[src/rtl/hyperbus_cmd_addr_decoder.sv]
// HyperBus command-address decoder (device side).
// Collects the six CA bytes that follow chip-select assertion, splits the
// 48-bit word into its fields and offers them on a valid/ready handshake.
// Once the consumer accepts the fields, the block marks the data phase
// until chip select is released.
module hyperbus_cmd_addr_decoder (
  input  logic        clk_i,
  input  logic        rst_i,
  input  logic        cs_ni,
  input  logic [7:0]  dq_i,
  input  logic        dq_valid_i,
  output logic        ca_valid_o,
  input  logic        ca_ready_i,
  output logic        rw_o,
  output logic        address_space_o,
  output logic        burst_type_o,
  output logic [31:0] address_o,
  output logic        reserved_err_o,
  output logic        data_phase_o,
  output logic        abort_o
);

  typedef enum logic [1:0] {
    IDLE    = 2'd0,
    CAPTURE = 2'd1,
    VALID   = 2'd2,
    DATA    = 2'd3
  } state_t;

  state_t      state;
  logic [2:0]  count;
  logic [47:0] ca_shift;
  logic        abort_q;

  // Sequencer: captures CA bytes, holds them for the handshake, and handles
  // chip-select release (flagging an abort if the CA was never handed off).
  always_ff @(posedge clk_i) begin
    if (rst_i) begin
      state    <= IDLE;
      count    <= 3'd0;
      ca_shift <= 48'd0;
      abort_q  <= 1'b0;
    end else begin
      abort_q <= 1'b0;
      case (state)
        IDLE: begin
          if (cs_ni) begin
            count <= 3'd0;
          end else if (dq_valid_i) begin
            ca_shift <= {ca_shift[39:0], dq_i};
            count    <= 3'd1;
            state    <= CAPTURE;
          end
        end
        CAPTURE: begin
          if (cs_ni) begin
            state   <= IDLE;
            count   <= 3'd0;
            abort_q <= 1'b1;
          end else if (dq_valid_i) begin
            ca_shift <= {ca_shift[39:0], dq_i};
            if (count == 3'd5) begin
              count <= 3'd0;
              state <= VALID;
            end else begin
              count <= count + 3'd1;
            end
          end
        end
        VALID: begin
          // A handshake in the same cycle as CS release still counts as
          // delivered, so it goes straight to IDLE without an abort.
          if (ca_ready_i) begin
            state <= cs_ni ? IDLE : DATA;
            count <= 3'd0;
          end else if (cs_ni) begin
            state   <= IDLE;
            count   <= 3'd0;
            abort_q <= 1'b1;
          end
        end
        DATA: begin
          if (cs_ni) begin
            state <= IDLE;
            count <= 3'd0;
          end
        end
        default: begin
          state <= IDLE;
          count <= 3'd0;
        end
      endcase
    end
  end

  // Field decode straight from the shift register, which is frozen in VALID.
  always_comb begin
    ca_valid_o      = (state == VALID);
    data_phase_o    = (state == DATA);
    abort_o         = abort_q;
    rw_o            = ca_shift[47];
    address_space_o = ca_shift[46];
    burst_type_o    = ca_shift[45];
    address_o       = {ca_shift[44:16], ca_shift[2:0]};
    reserved_err_o  = ca_valid_o && (ca_shift[15:3] != 13'd0);
  end

endmodule

[config.mk]
export PLATFORM = sky130hd
export DESIGN_NAME = hyperbus_cmd_addr_decoder
export DESIGN_NICKNAME = d
export VERILOG_FILES = /design/src/rtl/hyperbus_cmd_addr_decoder.sv
export SDC_FILE = /design/constraint.sdc
export NUM_CORES = 1
export LEC_CHECK = 0
export ABC_CLOCK_PERIOD_IN_PS = 3900
export CORE_ASPECT_RATIO = 0.7
export CORE_UTILIZATION = 34
export CTS_CLUSTER_DIAMETER = 30
export DETAILED_ROUTE_END_ITERATION = 7
export SYNTH_ARGS = -nofsm -noshare
export SYNTH_HDL_FRONTEND = slang
export SYNTH_SLANG_ARGS = --single-unit
export TNS_END_PERCENT = 1
[constraint.sdc]
create_clock -name clk_i -period 3.9 [get_ports clk_i]
set_input_delay 0.78 -clock clk_i [delete_from_list [all_inputs] [get_ports clk_i]]
set_output_delay 0.78 -clock clk_i [all_outputs]
set_load 0.02 [all_outputs]
==> summary.txt, run 1 <==
==============================================================================
Area inside the core boundary                                       6460 sq um
Number of buffers created by CTS                                             5
Initial core utilization                                                 36.4%
Number of max-capacitance violations reported                                0
Setup slack of the worst register-to-register path                     1.72 ns
Worst min-delay path startpoint                                   ca_shift[40]
Setup slack at placement                                               1.02 ns
Max Fanout on Critical Path                                                  6
Data required time at the worst endpoint                               3.12 ns
Period Utilization, post-route                                           67.6%
GRT Total Usage                                                          14.7%
Maximum number of pins on one net before global-route repair                55
Arrival time of data at the critical path endpoint                     1.86 ns
Endpoint kind of the worst setup timing path                      primary output
Share of total power in sequential cells                                 50.4%
Growth of design area from synthesis to finish                           18.1%
Count of H-tree levels built during CTS                                      2
Yosys warns                                                                  0
Proportion of layout cells with a drive suffix above 1                   4.49%
Setup-failing EPs final                                                      0
Flops & latches, synth                                                      54
DRC marker count from the first detailed-route iteration                   130
Static leakage                                                        0.910 nW
DRC violations left                                                          0
Buffer and inverter count on the worst path                                  3
Sum of routed wire length over all layers                         4980 microns
Measured slew at the worst slew-check pin                             0.945 ns
Routed via count divided by cell count                                    4.64
Clk sink count                                                              54
Number of gates given a new drive strength after cts                         0
ANT cells                                                                    0
Post-layout worst setup margin                                         1.26 ns
Worst R2R Path Depth                                                         6
Site row count                                                              24
Worst min-delay path category                                     register to register
Initial antenna violation count                                              0
Synthesized Nets                                                           318
Result of the run                                                 complete, no violations
Longest Clk Path Bufs                                                        2
Pre-antenna DRT Iters                                                        5
Total Negative Setup Slacks                                               0 ns
Crit path launch                                                      state[0]
Switching power                                                       0.324 mW
Max transition margin                                                    37.0%
Design internal power                                                 0.832 mW
Routed length per placed instance                                 12.3 microns
Worst hold slack across all endpoints                                 0.459 ns
F_max                                                                  379 MHz
Overall power                                                          1.16 mW
RSZ-0062 raised after global routing                                        no
Final Max Slew Viols                                                         0
Series of cell instances along the critical path                  inv_1, ha_1, inv_1, a41oi_1, clkdlybuf4s50_1
Number of port buffers                                                      51
Reg2reg start                                                         state[0]
Final-stage net count                                                      328
Sequential share of the synthesized area                                 46.0%
Critical Path Start Type                                              register
Final count of hold timing violations                                        0
FF-to-FF End                                                      ca_shift[39]
Chip height                                                       71.6 microns
Final HPWL DP                                                     3410 microns
Via total after detailed routing                                          1868
Vias in the first global route                                            1738
Power per cell area                                                416 nW/um^2
Critical Path Stages                                                         5
Kind of critical path                                             register to primary output
Maximum single-stage delay on the critical path                        0.64 ns
Worst hold path cell count                                                   2
Die area                                                            7260 sq um
Critical path endpoint                                            reserved_err_o
Crit-path most repeated cell                                      sky130_fd_sc_hd__inv_1
Combined area of all synthesized cells                              2350 sq um
Clock tree from TritonCTS                                                  yes
Worst supply voltage drop on vdd                                        225 uV
Fin cells                                                                  403
Routability Congestion                                                   0.760
Total global routing overflow                                                0
Post-detailed-route count of antenna-violating nets                          0
Cell with the largest stage delay on the worst path               sky130_fd_sc_hd__clkdlybuf4s50_1
Post-CTS setup buffers                                                       0
Fillers                                                                    669
CTS clk-pin slew, worst paths                                          0.10 ns
Combinational share of power                                             17.8%
Average cell area after synthesis                                   7.81 sq um
Number of different library cells in the post-synthesis netlist             31
Post-synthesis cell count                                                  301
Buffer type at the clock tree root                                sky130_fd_sc_hd__clkbuf_8
Insertion delay to the later sink of the worst-skew pair               0.30 ns
Die width                                                          101 microns
Placed Cells                                                               395
Number of I/O pins                                                          52
Number of hold buffers added after CTS                                       0
Global-route wire length before repair                            8330 microns
Clock network fraction of design power                                   31.8%
Final critical path time including I/O delays and setup                2.64 ns
Switch share                                                             28.0%
Setup clock skew after layout                                       0.00927 ns
Critical path's top delay family                                  buffers and inverters
==============================================================================
==> power by group through the flow <==
| stage | sequential (mW) | clock (mW) | combinational (mW) |
|---|---|---|---|
| after floorplan | 0.593 | 0 | 0.156 |
| after global placement | 0.595 | 0 | 0.205 |
| after detailed placement | 0.596 | 0 | 0.204 |
| after CTS | 0.582 | 0.379 | 0.205 |
| after global routing | 0.585 | 0.407 | 0.227 |
| final | 0.583 | 0.368 | 0.205 |
==> worst min-delay path by stage <==
stage / to / slack (ns)
5_1_grt: ca_shift[12] / 0.48
4_1_cts: ca_shift[40] / 0.46
3_5_place_dp: ca_shift[40] / 0.45
6_report: ca_shift[40] / 0.46
2_1_floorplan: ca_shift[40] / 0.44
3_3_place_gp: ca_shift[47] / 0.45
==> per-stage QoR <==
stage          cell area [sq um]  util (%)
2_1_floorplan               2350         -
3_3_place_gp                2670      41.3
3_5_place_dp                2670      41.3
4_1_cts                     2780      43.0
5_1_grt                     2780      43.0
6_report                    2780      43.0
==> flip-flops by register name (all words and copies together) (netlist names) <==
name / count
ca_shift: 48
abort_o: 1
state: 2
count: 3
==> metal layers <==
layer  vias to the layer above  track usage, %  share of wire [%]
met5                         -               0                  0
met4                         0            2.90               0.40
met3                         2            4.20                6.4
met2                        50            20.6                 39
met1                       837            22.2                 54
li1                        979               -                  -
==> synth_stat cells, drive strengths merged <==
library cell,number,share of area (%)
nand2b,2,0.53
o311a,1,0.43
o221a,1,0.48
o21bai,3,0.96
nor2,6,0.96
or2,1,0.27
o31ai,1,0.32
nand3,1,0.21
nor4,2,0.53
nor2b,3,0.90
dfxtp,54,46
clkbuf,8,1.3
a41o,1,0.43
buf,41,12
or3,1,0.27
ha,4,2.1
nand2,100,16
a21oi,50,11
inv,5,0.80
nand4,1,0.27
a31oi,2,0.53
nor3,4,0.85
o21ba,1,0.43
o21ai,3,0.64
a311oi,1,0.37
a41oi,1,0.37
o2111a,1,0.48
or4b,1,0.43
o21a,1,0.32
==> layout by cell type (no fill, tap or decap), drive strengths merged, types with 2 or more instances in the layout <==
cell type / n
nand2: 100
dfxtp: 54
a21oi: 50
clkdlybuf4s50: 50
nor2: 6
clkbuf: 6
inv: 5
nor3: 4
ha: 4
o21ai: 3
o21bai: 3
nor2b: 3
nor4: 2
nand2b: 2
a31oi: 2
buf: 2
==> kinds of logic after synthesis <==
kind of cell    share of synthesized area (%)
simple gates                             21.2
buf+inv                                  14.3
flops                                    46.0
fa+ha+maj                                2.13
compound gates                           16.4
==> worst reg2reg max path, cell delays in order, from the launching register on <==
cell                      delay [ns]
sky130_fd_sc_hd__dfxtp_1        0.36
sky130_fd_sc_hd__inv_1          0.09
sky130_fd_sc_hd__ha_1           0.31
sky130_fd_sc_hd__nor2_1         0.27
sky130_fd_sc_hd__or2_2          0.76
sky130_fd_sc_hd__nand2_1        0.13
sky130_fd_sc_hd__a21oi_1        0.18
==> layout make-up <==
type                       count  area (sq um)  area share (%)
sequential                    54          1080            38.9
clock inverter                 2          37.5            1.35
timing repair buffer          52           513            18.5
inverter                       5          18.8           0.676
multi-input combinational    193           941            33.9
clock buffer                   6          72.6            2.61
tap                           91           114            4.10
No activity file was read; power rests on OpenSTA's default activity.
==> run 2, diff against run 1 <==
ABC_CLOCK_PERIOD_IN_PS = 2700   (was 3900)
clock period = 2.7 ns   (was 3.9 ns; I/O delays follow)
==> summary.txt, run 2 (synthesized netlist as in run 1, its figures left out) <==
===========================================================================
Result of the run                                              complete, no violations   unchanged
Arrival time of data at the critical path endpoint                  1.85 ns   was 1.86 ns
Insertion delay to the later sink of the worst-skew pair            0.31 ns   was 0.30 ns
Reg2reg start                                                      state[1]   was state[0]
Setup slack at placement                                           0.281 ns   was 1.02 ns
Clock tree from TritonCTS                                               yes   unchanged
ANT cells                                                                 0   unchanged
Worst hold path cell count                                                2   unchanged
Proportion of layout cells with a drive suffix above 1                5.41%   was 4.49%
Longest Clk Path Bufs                                                     2   unchanged
Number of buffers created by CTS                                          5   unchanged
Power per cell area                                             636 nW/um^2   was 416 nW/um^2
Max transition margin                                                 41.4%   was 37.0%
Setup clock skew after layout                                    0.00646 ns   was 0.00927 ns
Routability Congestion                                                0.862   was 0.760
Count of H-tree levels built during CTS                                   2   unchanged
Routed via count divided by cell count                                 4.65   was 4.64
Measured slew at the worst slew-check pin                          0.879 ns   was 0.945 ns
Post-CTS setup buffers                                                    0   unchanged
Static leakage                                                     0.943 nW   was 0.910 nW
Kind of critical path                                          register to primary output   unchanged
Growth of design area from synthesis to finish                        20.7%   was 18.1%
Number of I/O pins                                                       52   unchanged
Number of max-capacitance violations reported                             0   unchanged
Pre-antenna DRT Iters                                                     4   was 5
Max Fanout on Critical Path                                               6   unchanged
Clk sink count                                                           54   unchanged
Number of port buffers                                                   51   unchanged
Hold endpoint                                                  ca_shift[47]   was ca_shift[40]
Leading cell type in the layout, fill and taps excluded        sky130_fd_sc_hd__nand2_1   unchanged
RSZ-0062 raised after global routing                                     no   unchanged
Vias in the first global route                                         1669   was 1738
Period Utilization, post-route                                        88.6%
Die area                                                         7260 sq um   unchanged
Largest registers                                              ca_shift: 48 flops, count: 3 flops, state: 2 flops   unchanged
Final-stage net count                                                   330   was 328
Worst R2R Path Depth                                                      6   unchanged
Number of flip-flops in the largest register                             48   unchanged
Post-layout worst setup margin                                     0.306 ns   was 1.26 ns
Worst supply voltage drop on vdd                                     235 uV   was 225 uV
Data required time at the worst endpoint                            2.16 ns   was 3.12 ns
Initial antenna violation count                                           0   unchanged
Total global routing overflow                                             0   unchanged
Setup-failing EPs final                                                   0   unchanged
Site row count                                                           24   unchanged
Crit path launch                                                   state[0]   unchanged
Top register by number of flip-flops                               ca_shift   unchanged
Maximum number of pins on one net before global-route repair             49   was 55
Final count of hold timing violations                                     0   unchanged
F_max                                                               418 MHz
Fillers                                                                 680   was 669
Number of hold buffers added after CTS                                    0   unchanged
Final HPWL DP                                                  3350 microns   was 3410 microns
Total Negative Setup Slacks                                            0 ns   unchanged
Area inside the core boundary                                    6460 sq um   unchanged
Final Max Slew Viols                                                      0   unchanged
Routed length per placed instance                              12.2 microns   was 12.3 microns
CTS clk-pin slew, worst paths                                       0.09 ns   was 0.10 ns
Worst min-delay path startpoint                                ca_shift[47]   was ca_shift[40]
Buffer type at the clock tree root                             sky130_fd_sc_hd__clkbuf_8   unchanged
Global-route wire length before repair                         8180 microns   was 8330 microns
Post-detailed-route count of antenna-violating nets                       0   unchanged
Critical Path Start Type                                           register   unchanged
FF-to-FF End                                                   ca_shift[34]   was ca_shift[39]
Sum of routed wire length over all layers                      4940 microns   was 4980 microns
GRT Total Usage                                                       14.7%   about the same
Initial core utilization                                              36.4%   unchanged
Final critical path time including I/O delays and setup             2.39 ns
DRC marker count from the first detailed-route iteration                 94   was 130
Endpoint kind of the worst setup timing path                   primary output   unchanged
Worst hold slack across all endpoints                              0.460 ns   was 0.459 ns
Setup slack of the worst register-to-register path                  0.53 ns   was 1.72 ns
Via total after detailed routing                                       1885   was 1868
Number of gates given a new drive strength after cts                      0   unchanged
DRC violations left                                                       0   unchanged
Highest-count cells in the layout ignoring fill and taps       sky130_fd_sc_hd__nand2_1 (100), sky130_fd_sc_hd__dfxtp_1 (54), sky130_fd_sc_hd__a21oi_1 (50), sky130_fd_sc_hd__clkdlybuf4s50_1 (50), sky130_fd_sc_hd__clkbuf_8 (6)   was sky130_fd_sc_hd__nand2_1 (100), sky130_fd_sc_hd__dfxtp_1 (54), sky130_fd_sc_hd__a21oi_1 (50), sky130_fd_sc_hd__clkdlybuf4s50_1 (50)
Worst min-delay path category                                  register to register   unchanged
Die width                                                       101 microns   unchanged
Chip height                                                    71.6 microns   unchanged
===========================================================================
-- run 2: cell types whose count changed in the layout (fill, tap and decap cells not counted), sizes merged --
cell,before,now
buf,2,4
bufinv,1,2
clkinvlp,1,0
-- run 2: per-layer routing --
| metal | share of wire, % | wire length (microns) | vias to the layer above | GRT usage [%] |
|---|---|---|---|---|
| met1 | 53 | 2640 | 851 | 21.5 |
| met4 | 1.7 | 84 | 0 | 6.28 |
| met3 | 4.5 | 222 | 8 | 3.80 |
| li1 | - | - | 982 | - |
| met5 | 0 | 0 | - | 0 |
| met2 | 40 | 1990 | 44 | 20.2 |
-- run 2: worst max-delay path by stage --
stage,depth (start not counted),to
finish,5,reserved_err_o
global route,5,reserved_err_o
CTS,5,reserved_err_o
detailed placement,5,ca_shift[34]
global placement,5,ca_shift[7]
floorplan,4,reserved_err_o
-- run 2: stage by stage --
stage / cells / utilization, % / area [sq um] / power [mW]
after CTS: 405 / 44.0 / 2840 / 1.82
after floorplan: 301 / - / 2350 / 1.08
after global routing: 405 / 44.0 / 2840 / 1.89
final: 405 / 44.0 / 2840 / 1.81
after detailed placement: 397 / 41.7 / 2700 / 1.17
after global placement: 397 / 41.7 / 2700 / 1.17
-- run 2: power by group --
part           leakage [nW]  switching (mW)  internal, mW
Combinational         0.435           0.195         0.112
Sequential            0.436          0.0206         0.821
Clock                0.0714           0.261         0.395
Total                 0.943           0.476          1.33
-- run 2: layout make-up --
type	instances	area, sq um	area share (%)
Tap cell	91	114	4.01
Timing Repair Buffer	54	541	19.0
Inverter	5	18.8	0.661
Clock inverter	2	60.1	2.12
Clock buffer	6	82.6	2.91
Sequential cell	54	1080	38.1
Multi-Input combinational cell	193	941	33.2
-- run 2: critical path: stages (launching register included) --
cell	delay, ns
sky130_fd_sc_hd__dfxtp_1	0.34
sky130_fd_sc_hd__inv_1	0.10
sky130_fd_sc_hd__ha_1	0.25
sky130_fd_sc_hd__inv_1	0.06
sky130_fd_sc_hd__a41oi_1	0.16
sky130_fd_sc_hd__clkdlybuf4s50_1	0.65
==> run 3, diff against run 2 <==
CTS_BUF_LIST = sky130_fd_sc_hd__clkbuf_8   (was not set)
==> results of run 3 <==
Same layout as run 2: the final DEF is identical, and so are final timing and power.
